==> config.mk <==
export PLATFORM = sky130hd
export DESIGN_NAME = ux607_regvec_access_ctrl
export DESIGN_NICKNAME = d
export VERILOG_FILES = /design/src/rtl/ux607_regvec_access_pkg.sv /design/src/rtl/ux607_regvec_bytemerge.sv /design/src/rtl/ux607_regvec_access_ctrl.sv
export SDC_FILE = /design/constraint.sdc
export NUM_CORES = 1
export LEC_CHECK = 0
export CORE_MARGIN = 2
export CORE_UTILIZATION = 39
export CTS_CLUSTER_SIZE = 10
export DETAILED_ROUTE_END_ITERATION = 6
export PLACE_DENSITY_LB_ADDON = 0.15
export SLEW_MARGIN = 20
export SYNTH_ARGS = -nofsm -noshare
export SYNTH_HDL_FRONTEND = slang
export SYNTH_HIERARCHICAL = 1
export SYNTH_SLANG_ARGS = --single-unit
export TNS_END_PERCENT = 10
==> constraint.sdc <==
create_clock -name clock -period 2.12 [get_ports clock]
set_clock_uncertainty 0.05 [all_clocks]
set_input_delay 0.424 -clock clock [delete_from_list [all_inputs] [get_ports clock]]
set_output_delay 0.424 -clock clock [all_outputs]
set_load 0.02 [all_outputs]
==> src/rtl/ux607_regvec_access_pkg.sv <==
// Shared types and helpers for the register-vector access controller.
// The state encoding and the byte-mask expansion are used by the top and the merge unit.
package ux607_regvec_access_pkg;

  localparam int WORD_W = 32;

  typedef enum logic [1:0] {
    IDLE  = 2'd0,
    WRITE = 2'd1,
    RESP  = 2'd2
  } state_e;

  function automatic logic [WORD_W-1:0] expand_mask(input logic [3:0] mask);
    logic [WORD_W-1:0] bits;
    for (int b = 0; b < 4; b++) begin
      bits[8*b +: 8] = {8{mask[b]}};
    end
    return bits;
  endfunction

endpackage

==> src/rtl/ux607_regvec_bytemerge.sv <==
// Combinational byte-lane merge: lanes enabled in mask_i come from new_i,
// all other lanes keep old_i.
module ux607_regvec_bytemerge
  import ux607_regvec_access_pkg::*;
(
  input  logic [WORD_W-1:0] old_i,
  input  logic [WORD_W-1:0] new_i,
  input  logic [3:0]        mask_i,
  output logic [WORD_W-1:0] merged_o
);

  logic [WORD_W-1:0] bit_mask;

  assign bit_mask = expand_mask(mask_i);
  assign merged_o = (old_i & ~bit_mask) | (new_i & bit_mask);

endmodule

==> src/rtl/ux607_regvec_access_ctrl.sv <==
// Single-outstanding bus responder for a bank of enable-loaded register vectors.
// Writes are read-modify-write against the live q, loaded in a one-cycle WRITE state.
module ux607_regvec_access_ctrl
  import ux607_regvec_access_pkg::*;
#(
  parameter int NREGS  = 4,
  parameter int ADDR_W = 6
) (
  input  logic                    clock,
  input  logic                    reset,
  input  logic                    a_valid,
  output logic                    a_ready,
  input  logic                    a_write,
  input  logic [ADDR_W-1:0]       a_addr,
  input  logic [WORD_W-1:0]       a_data,
  input  logic [3:0]              a_mask,
  output logic                    d_valid,
  input  logic                    d_ready,
  output logic [WORD_W-1:0]       d_data,
  output logic                    d_error,
  output logic [NREGS*WORD_W-1:0] rv_d,
  output logic [NREGS-1:0]        rv_en,
  input  logic [NREGS*WORD_W-1:0] rv_q
);

  localparam int IDX_W = ADDR_W - 2;

  state_e            state_q, state_d;
  logic [IDX_W-1:0]  idx_q, idx_d;
  logic [WORD_W-1:0] wdata_q, wdata_d;
  logic [3:0]        mask_q, mask_d;
  logic [WORD_W-1:0] rdata_q, rdata_d;
  logic              err_q, err_d;

  logic [WORD_W-1:0] q_arr [NREGS];
  logic [IDX_W-1:0]  a_idx;
  logic              a_err;
  logic              accept;
  logic              wr_active;
  logic [WORD_W-1:0] rd_word, old_word, merged_word;

  genvar gi;
  generate
    for (gi = 0; gi < NREGS; gi++) begin : g_unpack
      assign q_arr[gi] = rv_q[WORD_W*gi +: WORD_W];
    end
  endgenerate

  assign a_idx = a_addr[ADDR_W-1:2];
  assign a_err = (a_addr[1:0] != 2'b00) || ({1'b0, a_idx} >= (IDX_W+1)'(NREGS));

  // Reset gates the handshakes and the load enable in the same cycle it is raised.
  assign a_ready   = (state_q == IDLE)  && !reset;
  assign d_valid   = (state_q == RESP)  && !reset;
  assign wr_active = (state_q == WRITE) && !reset;
  assign accept    = a_valid && a_ready;
  assign d_data    = d_valid ? rdata_q : '0;
  assign d_error   = d_valid && err_q;

  always_comb begin
    rd_word  = '0;
    old_word = '0;
    for (int i = 0; i < NREGS; i++) begin
      if (a_idx == IDX_W'(i)) rd_word = q_arr[i];
      if (idx_q == IDX_W'(i)) old_word = q_arr[i];
    end
  end

  ux607_regvec_bytemerge u_merge (
    .old_i   (old_word),
    .new_i   (wdata_q),
    .mask_i  (mask_q),
    .merged_o(merged_word)
  );

  always_comb begin
    state_d = state_q;
    idx_d   = idx_q;
    wdata_d = wdata_q;
    mask_d  = mask_q;
    rdata_d = rdata_q;
    err_d   = err_q;
    case (state_q)
      IDLE: begin
        if (accept) begin
          idx_d   = a_idx;
          wdata_d = a_data;
          mask_d  = a_mask;
          err_d   = a_err;
          rdata_d = (!a_write && !a_err) ? rd_word : '0;
          state_d = (a_write && !a_err && (a_mask != 4'b0000)) ? WRITE : RESP;
        end
      end
      WRITE:   state_d = RESP;
      RESP:    if (d_ready) state_d = IDLE;
      default: state_d = IDLE;
    endcase
  end

  always_ff @(posedge clock) begin
    if (reset) begin
      state_q <= IDLE;
      idx_q   <= '0;
      wdata_q <= '0;
      mask_q  <= '0;
      rdata_q <= '0;
      err_q   <= 1'b0;
    end else begin
      state_q <= state_d;
      idx_q   <= idx_d;
      wdata_q <= wdata_d;
      mask_q  <= mask_d;
      rdata_q <= rdata_d;
      err_q   <= err_d;
    end
  end

  generate
    for (gi = 0; gi < NREGS; gi++) begin : g_vec
      logic hit;
      assign hit       = wr_active && (idx_q == IDX_W'(gi));
      assign rv_en[gi] = hit;
      assign rv_d[WORD_W*gi +: WORD_W] = !wr_active ? '0 : (hit ? merged_word : q_arr[gi]);
    end
  endgenerate

endmodule

==> results_dict.tcl <==
set metrics [dict create \
    critical_path_class "reg2out" \
    layout-drive-gt1-share_pct 47.32 \
    worst_pin_slew_ns 0.8523 \
    ant_nets 0 \
    hold_violations 0 \
    drtIter0Drc 676 \
    vdd_ir_drop_max_v 0.0003774 \
    coreArea_um2 18770 \
    fin_crit_ns 2.735 \
    avgSynthCellArea_um2 7.486 \
    place_hpwl_mm 25.87 \
    clk_latency_ns 0.34 \
    initial_core_util_pct 39.77 \
    antenna_found_initial 0 \
    nNetsFinal 1605 \
    stdcell_count 1669 \
    vias 9341 \
    synth_cells 997 \
    powerDensity_nw_per_um2 410.7 \
    hold_buffers 0 \
    synth_ff_type "dfxtp_1" \
    num_rows 50 \
    hold_path.class "reg2reg" \
    viasPerCell 5.597 \
    syn_nets 1172 \
    gr-total-overflow 0 \
    violations "negative setup slack" \
    syn_to_final_growth_pct 73.95 \
    synth-seq-cells 75 \
    fmax_mhz 365.7 \
    leakagePower_uw 0.005288 \
    root_buffer "clkbuf_16" \
    dpl.cell_count 1646 \
    cts_tree "yes" \
    cts_sinks 75 \
    fin_crit_sh_pct 129.0 \
    cts_buffer_depth 2 \
    grtUsageTotal_pct 33.45 \
    clkTransAtPathRegs_ns 0.06 \
    maxCapViolCount 0 \
    crit_end "rv_d[127]" \
    grt_setup_unrepaired "yes" \
    run_status "complete, but fails checks" \
    regToRegSetupSlack_ns 0.42 \
    slew_violations 0 \
    die_y_um 142.3 \
    endpoint_kind "output port" \
    start_kind "flop" \
    ys_warn_count 6 \
    slew_headroom_pct 43.07 \
    num_antenna_cells 0 \
    total_power_uw 5332 \
    h-tree-depth 3 \
    yosysSeqAreaShare_pct 20.12 \
    syn-cell-area_um2 7463 \
    synth.distinct_cells 36 \
    numCtsBuffers 9 \
    crit_path_start "idx_q[0]" \
    crit_path_cell_trace "buf_6 > mux4_2 > nor2b_1 > mux2_4 > nand2_1 > a21oi_1 > buf_2" \
    ios 342 \
    worst_slack_ns -0.6148 \
    reg2reg_depth 4 \
    synth_edf_count 0 \
    timing.rr.start "state_q[0]" \
    arrival_ns 2.26 \
    setup_violations 132 \
    slowest_stage "mux4_2" \
    gp_congestion 0.9308 \
    dieArea_um2 20260 \
    final_common_cell "nand2_1" \
    dr.pass1.iters 7 \
    grt_pass1_vias 9200 \
    async_flop_share_pct 0 \
    mostFrequentLayoutCells "nand2_1, buf_4, clkdlybuf4s50_1" \
    grt_max_degree 47 \
    drcViolationCount 0 \
    reg2reg_to "rdata_q[17]" \
    worstPathRequired_ns 1.65 \
    routedWlPerCell_um 21.01 \
    slowest_delay_ns 0.47 \
    totalWireLength_mm 35.07 \
    fp.dieW_um 142.3 \
    grt_pass1_wl_mm 52.18 \
    critPathMaxFanout 6 \
    port_buffers 341 \
]
[worst max-delay path, delay by kind of cell, from the launching register on]
family / cells / cell delay [ns]
mux: 2 / 0.78
flops: 1 / 0.44
simple gates: 2 / 0.23
buf+inv: 2 / 0.33
compound gates: 1 / 0.12
[worst min-delay path by stage]
stage	start	end	depth (start not counted)	slack [ns]
final	rdata_q[29]	rdata_q[29]	2	0.40
after floorplan	rdata_q[29]	rdata_q[29]	2	0.37
after global routing	rdata_q[8]	rdata_q[8]	1	0.43
after detailed placement	rdata_q[25]	rdata_q[25]	1	0.39
after global placement	rdata_q[29]	rdata_q[29]	2	0.38
after CTS	rdata_q[29]	rdata_q[29]	2	0.40
[cell type report]
type	instances	area, um^2
Multi-Input combinational cell	796	6021
Fill cell	1576	5786
Timing Repair Buffer	523	4778
Sequential cell	75	1511
Tap cell	234	292.8
Clock buffer	15	277.8
Inverter	25	93.84
Clock inverter	1	7.507
[per-stage QoR]
| step | instance area [um^2] | worst slack (ns) | setup TNS, ns | hold WS [ns] | util [%] |
|---|---|---|---|---|---|
| floorplan | 8041 | -0.06620 | -6.619 | 0.3742 | - |
| global placement | 12810 | -0.9137 | -109.11 | 0.3849 | 68.23 |
| detailed placement | 12810 | -0.9473 | -110.82 | 0.3916 | 68.23 |
| CTS | 12790 | -0.6404 | -73.29 | 0.4033 | 68.16 |
| global route | 12980 | -0.6778 | -80.20 | 0.4275 | 69.17 |
| finish | 12980 | -0.6148 | -71.09 | 0.4046 | 69.17 |
[logic make-up (layout without fill, tap and decap cells)]
logic type / Yosys count / in the layout / synth area share, %
DFF: 75 / 75 / 20.12
and+or+nand+nor: 455 / 455 / 28.30
muxes: 106 / 106 / 22.56
AOI/OAI and AO/OA: 235 / 235 / 19.95
buffers and inverters: 126 / 564 / 9.070
[layer usage]
metal / wire [um] / global-route usage, %
met3: 2695 / 5.316
met5: 0 / 0
met2: 16720 / 55.71
met4: 1192 / 13.60
met1: 14460 / 43.35
[where the power goes]
part           total, uW  switching (uW)  internal [uW]
clock               1520             626            892
combinational       2280            1110           1180
sequential          1530            55.2           1470
[flip-flops by register name, indices dropped and copies added (netlist names)]
name,count
idx_q,4
mask_q,4
wdata_q,32
err_q,1
rdata_q,32
state_q,2
[Yosys cell counts, types with 31 or more instances]
cell	count	area share (%)
a21oi_1	129	8.7
o21ai_0	39	2.6
nor2b_1	33	2.8
mux2_4	32	6.4
mux4_2	33	10
o22ai_1	32	2.7
nand2_1	298	15
dfxtp_1	75	20
nor2_1	31	1.6
nand2b_1	42	3.5
buf_2	40	2.7
mux2_2	40	6.0
and2_1	33	2.8
clkbuf_1	35	1.8
[what timing repair did]
item | 4_1_cts | 5_1_grt
setup buffers | 8 | 1
pin swaps | 1 | 2
setup endpoints to repair | 166 | 165
resized for setup | 719 | 112
Power figures use the tool's default switching activity.
